`config.mk`:
```
export PLATFORM = sky130hd
export DESIGN_NAME = pulse_transmitter_edge_event_unit
export DESIGN_NICKNAME = d
export VERILOG_FILES = /design/src/rtl/pulse_transmitter_edge_event_unit.sv
export SDC_FILE = /design/constraint.sdc
export NUM_CORES = 1
export LEC_CHECK = 0
export CAP_MARGIN = 20
export CORE_MARGIN = 5
export CORE_UTILIZATION = 48
export CTS_CLUSTER_DIAMETER = 30
export DETAILED_ROUTE_END_ITERATION = 16
export GPL_ROUTABILITY_DRIVEN = 0
export MAX_ROUTING_LAYER = met4
export PLACE_DENSITY_LB_ADDON = 0.1
export SLEW_MARGIN = 25
export SYNTH_ARGS = -nofsm -noshare
export SYNTH_HDL_FRONTEND = slang
export SYNTH_SLANG_ARGS = --single-unit
export TNS_END_PERCENT = 20
```
`constraint.sdc`:
```
create_clock -name clk -period 1.8 [get_ports clk]
set_input_delay 0.45 -clock clk [delete_from_list [all_inputs] [get_ports clk]]
set_output_delay 0.45 -clock clk [all_outputs]
set_load 0.02 [all_outputs]
```
`src/rtl/pulse_transmitter_edge_event_unit.sv`:
```
// Multi-channel edge event unit: per-channel synchroniser, glitch filter and
// mode-selected edge detection with one-cycle pulse, sticky flag and saturating count.
module pulse_transmitter_edge_event_unit #(
    parameter int CHANNELS      = 4,
    parameter int SYNC_STAGES   = 2,
    parameter int FILTER_CYCLES = 1,
    parameter int CNT_WIDTH     = 8
) (
    input  logic                          clk,
    input  logic                          rst,
    input  logic [CHANNELS-1:0]           sig_in,
    input  logic [2*CHANNELS-1:0]         mode,
    input  logic [CHANNELS-1:0]           irq_en,
    input  logic [CHANNELS-1:0]           flag_clr,
    input  logic [CHANNELS-1:0]           count_clr,
    output logic [CHANNELS-1:0]           pulse_out,
    output logic [CHANNELS-1:0]           level_out,
    output logic [CHANNELS-1:0]           flag_out,
    output logic [CHANNELS*CNT_WIDTH-1:0] count_out,
    output logic                          irq_out
);

    localparam int FW = $clog2(FILTER_CYCLES + 1);
    localparam logic [FW-1:0] FLAST = FW'(FILTER_CYCLES - 1);
    localparam logic [CNT_WIDTH-1:0] CNT_MAX = '1;

    genvar gi;
    generate
        for (gi = 0; gi < CHANNELS; gi++) begin : g_ch
            logic [SYNC_STAGES-1:0] sync_q;
            logic                   samp;
            logic                   lvl_q, lvl_d;
            logic [FW-1:0]          fcnt_q, fcnt_d;
            logic                   accept;
            logic                   evt;
            logic [1:0]             ch_mode;
            logic                   pulse_q;
            logic                   flag_q, flag_d;
            logic [CNT_WIDTH-1:0]   cnt_q, cnt_d;

            assign ch_mode = mode[2*gi +: 2];
            assign samp    = sync_q[SYNC_STAGES-1];

            if (SYNC_STAGES == 1) begin : g_sync1
                always_ff @(posedge clk) begin
                    if (rst) begin
                        sync_q <= '0;
                    end else begin
                        sync_q <= sig_in[gi];
                    end
                end
            end else begin : g_syncn
                always_ff @(posedge clk) begin
                    if (rst) begin
                        sync_q <= '0;
                    end else begin
                        sync_q <= {sync_q[SYNC_STAGES-2:0], sig_in[gi]};
                    end
                end
            end

            // A sample that returns to the accepted level drops any partial count.
            always_comb begin
                lvl_d  = lvl_q;
                fcnt_d = fcnt_q;
                accept = 1'b0;
                if (samp == lvl_q) begin
                    fcnt_d = '0;
                end else if (fcnt_q == FLAST) begin
                    lvl_d  = samp;
                    fcnt_d = '0;
                    accept = 1'b1;
                end else begin
                    fcnt_d = fcnt_q + FW'(1);
                end
            end

            // samp equals the new level whenever a transition is accepted.
            assign evt = accept & ((samp & ch_mode[0]) | (~samp & ch_mode[1]));

            always_comb begin
                flag_d = flag_q;
                if (evt) begin
                    flag_d = 1'b1;
                end else if (flag_clr[gi]) begin
                    flag_d = 1'b0;
                end
            end

            always_comb begin
                cnt_d = cnt_q;
                if (count_clr[gi]) begin
                    cnt_d = evt ? CNT_WIDTH'(1) : '0;
                end else if (evt && (cnt_q != CNT_MAX)) begin
                    cnt_d = cnt_q + CNT_WIDTH'(1);
                end
            end

            always_ff @(posedge clk) begin
                if (rst) begin
                    lvl_q   <= 1'b0;
                    fcnt_q  <= '0;
                    pulse_q <= 1'b0;
                    flag_q  <= 1'b0;
                    cnt_q   <= '0;
                end else begin
                    lvl_q   <= lvl_d;
                    fcnt_q  <= fcnt_d;
                    pulse_q <= evt;
                    flag_q  <= flag_d;
                    cnt_q   <= cnt_d;
                end
            end

            assign pulse_out[gi]                        = pulse_q;
            assign level_out[gi]                        = lvl_q;
            assign flag_out[gi]                         = flag_q;
            assign count_out[gi*CNT_WIDTH +: CNT_WIDTH] = cnt_q;
        end
    endgenerate

    assign irq_out = |(flag_out & irq_en);

endmodule

```
## Yosys cells after proc, flatten, opt, wreduce, memory -nomap -nowiden

Index checks and enable logic that the tools add are counted.

- Add/subtract/negate cells: 8
- Eq/ne operators: 8
- Muxes and demuxes: 28
- Bitwise operators: 29
- Reductions and logical operators: 21

Operators by type and width:

| cell | number |
|---|---|
| two-way mux 8 bit | 8 |
| adder 8 x 1 -> 8 bit (second input constant) | 4 |
| inequality test 8 bit (second input constant) | 4 |
| two-way mux 1 bit | 20 |
| nonzero test 2 bit | 8 |
| bitwise AND 1 bit | 12 |
| NOT 1 bit | 12 |
| OR reduction 3 bit | 4 |
| AND reduction 2 bit | 4 |
| adder 1 bit (second input constant) | 4 |
| bitwise AND 4 bit | 1 |
| == test 1 bit | 4 |
| logical AND 1 bit | 4 |
| bitwise OR 1 bit | 4 |
| OR reduction 4 bit | 1 |

- Register bits: 56
- Bits of input ports: 26
- Output and inout port bits: 45
- Logic and storage cells: 118

## Depth between registers and ports, before layout

- Depth after elaboration: 7
- Mapped depth: 5
- Mapped depth without buffers: 5

## Worst setup path after synthesis

OpenSTA, ideal clock, no wires.

- Kind: reg-to-reg
- Start: register g_ch[1].cnt_q[0]
- End: register g_ch[1].cnt_q[5]
- Setup time: 0.070 ns
- Data arrival time: 1.470 ns
- Required time: 1.730 ns
- Setup slack: 0.260 ns
- Cell stages (with the launch flop): 5
- Path buffers: 0
- Period minus slack after synthesis: 1.540 ns
- Cell sequence: dfxtp_1 -> ha_1 -> a31o_4 -> or4_1 -> a21oi_1

- Word-level cells in the longest chain between the ends: 3
- Elaborated cells on any way between the ends: 6
- Classes of those cells: 1 x add/sub; 1 x eq/ne; 2 x mux; 2 x reduce/logical

RTL lines:

| what | RTL line | text |
|---|---|---|
| from (decl) | 39 | `logic [CNT_WIDTH-1:0] cnt_q, cnt_d;` |
| from (signal assigned) | 111 | `cnt_q <= cnt_d;` |
| adder 8 x 1 -> 8 bit / inequality test 8 bit (equally long branches) | 95, 94 |  |
| two-way mux 8 bit / logical AND 1 bit (equally long branches) | 94 | `end else if (evt && (cnt_q != CNT_MAX)) begin` |
| two-way mux 8 bit / nonzero test 2 bit (equally long branches) | -- |  |

Several ways; a longest one is shown, not always the timed one. The select of a mux whose other input is x is not followed.
A chain may end at the register's enable or synchronous reset.

## Final worst setup path

- Start: register g_ch[0].cnt_q[4]
- End: output count_out[4]

RTL lines:

| what | RTL line | text |
|---|---|---|
| from (decl) | 39 |  |
| from (signal assigned) | 111 |  |
| to (decl) | 19 | `output logic [CHANNELS*CNT_WIDTH-1:0] count_out,` |

No word-level cell between the ends.

==> results by group <==
Logic synthesis
  – Distinct cells, synth: 42
  – Post-Synth Simple-Gate Area: a little over a quarter
  – Mapped cell area: about 2600 um2
  – Post-synthesis compound-gate area fraction: 18.0%
  – Post-Synthesis Cells: 286
  – Mux contribution to synthesized area: under 10%
  – Seq/Total Area, Yosys: between 40% and 50%
  – Yosys warnings: 0
  – Adder-cell share of the synthesized area: about 2%
  – Xor and xnor area share after synthesis: 0%
  – Mean post-synth cell area: 8.94 um2
  – FF+latch count, synth: 56
  – Largest family of logic cells by synthesized area: simple AND/OR/NAND/NOR gates

Min path
  – Min-Delay Path Class: reg -> reg
  – Hold Path Stages: 1
  – Worst Hold Path EP: g_ch[3].sync_q[1]
  – Hold Startpoint: g_ch[3].sync_q[0]

Clock tree
  – Clk sinks: 56
  – Reg clk slew, reported paths: 100 ps
  – Num CTS Buffers: 5
  – CTS root buffer: clkbuf_8
  – Worst-skew pair later-pin latency: slightly above 300 ps
  – H-tree levels: 2
  – Clock Path Buffers: 2
  – CTS tree: done
  – Post-CTS Setup Bufs: 0

Global route
  – Initial antenna violation count: 0
  – Global-route wire length before repair: roughly 10 mm
  – GRT overflow: 0
  – Vias in the first global route: around 2300
  – GRT Util Overall: between 10% and 20%
  – Largest net degree at the start of global routing: 18

Route
  – Via/cell ratio: between 5 and 6
  – Antenna-violating nets left: 0
  – Via Count: 2385
  – Starting DRT DRC Count: 78
  – DRT Pass-1 Iters: 4
  – DRC violations left: 0
  – Drt wl/cell: 13.9 um
  – Total wire length: about 6.1 mm

Run status
  – Status: finished, final reports clean

Pwr
  – Maximum vdd ir drop: approximately 0.46 mV
  – Pwr dens: ~650 nW/um2
  – P_leak: 0.00155 uW
  – Total power: ~2300 uW

Placed design
  – DP Worst Slack: -296 ps
  – Port-buffer cells: 70
  – HPWL after DPL: around 4.7 mm

STA
  – Clk_skew: around 10 ps
  – Setup violators final: 0
  – Setup ws final: ~70 ps
  – Unrepaired setup endpoints after global routing: false
  – Final Critical Period: 1730 ps
  – Fin Hold WS: between 400 and 500 ps
  – Final hold viol count: 0
  – Pins Over Slew Limit: 0
  – Final Cycle Share: between 90 and 100%
  – Fmax: about 580 MHz

Setup path
  – Critical path startpoint category: register
  – Reg2Reg Capture Point: g_ch[1].cnt_q[5]
  – CP Buf/Inv Count: 1
  – CP max stage delay: 610 ps
  – Crit path max-delay family: buffers and inverters
  – Worst reg2reg path depth: 4
  – Critical-path cell list: clkdlybuf4s50_1
  – R2R Setup Slk: 250 ps
  – WP data required: ~1400 ps
  – WS Path Type: reg -> out
  – Crit path DAT: 1280 ps
  – Crit end category: output pin
  – Crit path max fanout: 3
  – R2R Path Start: g_ch[1].cnt_q[0]
  – Crit-path slowest cell: clkdlybuf4s50_1

Floorplan
  – Die height: ~83 um
  – Die span in x: approximately 83 um
  – Core area: roughly 5100 um2
  – Die area: approximately 6900 um2
  – FP Rows: 26
  – Initial Util: 49.8%
  – Ports: slightly above 70

Layout
  – Fin util: 68.3%
  – P&R area growth vs syn: 37.3%
  – Layout Nets: 399
  – Diode count: 0
  – Layout cells sized above 1: roughly an eighth

Run
  – Max Cap Viol: 0
-- metrics by stage --
step	setup TNS, ps	cell area, um2	instances
2_1_floorplan	0	2570	289
3_3_place_gp	-3230	3400	432
3_5_place_dp	-4010	3400	432
4_1_cts	-42.4	3480	440
5_1_grt	0	3510	440
6_report	0	3510	440
-- metal layers --
| metal | up-vias | track usage [%] | wire length [um] |
|---|---|---|---|
| met3 | 4 | 4.95 | 328 |
| met4 | 0 | 3.57 | 35 |
| met5 | - | - | 0 |
| li1 | 1207 | - | - |
| met2 | 62 | 30.2 | 2910 |
| met1 | 1112 | 23.0 | 2830 |
-- state kept, by name, indices dropped and copies added, names as in the netlist --
register	flops
g_ch.cnt_q	32
g_ch.sync_q	8
g_ch.fcnt_q	4
g_ch.flag_q	4
g_ch.lvl_q	4
g_ch.pulse_q	4
-- synth_stat cells --
library cell / n / share of area, %
a2111o_1: 2 / 0.88
a211o_1: 1 / 0.34
a211oi_1: 4 / 1.2
a21o_1: 1 / 0.29
a21oi_1: 21 / 4.1
a22oi_1: 2 / 0.59
a311oi_1: 1 / 0.34
a31o_4: 1 / 0.69
a31oi_1: 1 / 0.24
and3_1: 5 / 1.2
and4_1: 1 / 0.34
and4_4: 1 / 0.44
and4bb_2: 6 / 2.9
buf_2: 1 / 0.20
buf_4: 12 / 3.5
clkbuf_1: 6 / 0.88
conb_1: 1 / 0.15
dfxtp_1: 56 / 44
ha_1: 4 / 2.0
inv_1: 10 / 1.5
mux2i_1: 10 / 3.9
nand2_1: 18 / 2.6
nand2b_1: 4 / 0.98
nand3_1: 12 / 2.3
nand3b_1: 2 / 0.59
nand4_1: 6 / 1.5
nor2_1: 25 / 3.7
nor2b_1: 10 / 2.4
nor3_1: 5 / 0.98
nor4_1: 3 / 0.73
o211ai_1: 1 / 0.29
o21a_1: 2 / 0.59
o21ai_0: 11 / 2.2
o21bai_1: 2 / 0.59
o2bb2ai_1: 2 / 0.69
o311ai_0: 3 / 1.0
o31ai_1: 10 / 2.9
o41ai_1: 3 / 1.0
or2_2: 6 / 1.5
or3_1: 7 / 1.7
or3b_2: 2 / 0.69
or4_1: 5 / 1.5
-- how the worst max path moves through the flow --
stage | start | endpoint | slack (ps) | depth (start not counted)
final | g_ch[0].cnt_q[4] | count_out[4] | 70 | 1
after floorplan | g_ch[1].cnt_q[0] | g_ch[1].cnt_q[5] | 260 | 4
after global placement | irq_en[0] | irq_out | -290 | 4
after detailed placement | irq_en[0] | irq_out | -300 | 4
after global routing | irq_en[1] | irq_out | 20 | 4
after CTS | irq_en[0] | irq_out | -40 | 4
-- cells in the final DEF (no fill, tap or decap), types with 6 or more instances in the layout --
cell type / Yosys / routed
nand2_1: 18 / 18
dlygate4sd2_1: 0 / 27
nand4_1: 6 / 6
mux2i_1: 10 / 10
dlymetal6s2s_1: 0 / 11
a21oi_1: 21 / 21
or3_1: 7 / 7
or2_2: 6 / 6
nor2b_1: 10 / 10
o21ai_0: 11 / 11
nand3_1: 12 / 12
dfxtp_1: 56 / 56
o31ai_1: 10 / 10
and4bb_2: 6 / 6
inv_1: 10 / 10
buf_4: 12 / 22
nor2_1: 25 / 24
clkdlybuf4s50_1: 0 / 31
-- report_power, final --
| part | total [uW] | switching [uW] | internal (uW) |
|---|---|---|---|
| logic | 167 | 68.1 | 99.1 |
| clock network | 834 | 422 | 413 |
| registers | 1270 | 14.2 | 1260 |
| total | 2270 | 504 | 1770 |
-- cell families after synthesis --
group,count (synthesis)
compound gates,68
fa+ha+maj,4
buf+inv,29
flops,56
mux,10
other cells,1
simple gates,118
-- final cells by class --
cell class / count / area (um2)
flip-flops and latches: 56 / 1120
repair buffers: 92 / 855
fillers: 474 / 1630
clock buffers: 5 / 68.8
inverters: 10 / 37.5
well taps: 70 / 87.6
multi-input cells: 204 / 1300
clock inverters: 3 / 42.5
-- repair_timing --
| item | 4_1_cts | 5_1_grt |
|---|---|---|
| hold buffers | 0 | 0 |
| endpoints found under the hold margin | 0 | 0 |
| resized for setup | 29 | 15 |
| setup endpoints to repair | 28 | 16 |
(Power assumes the default switching activity.)
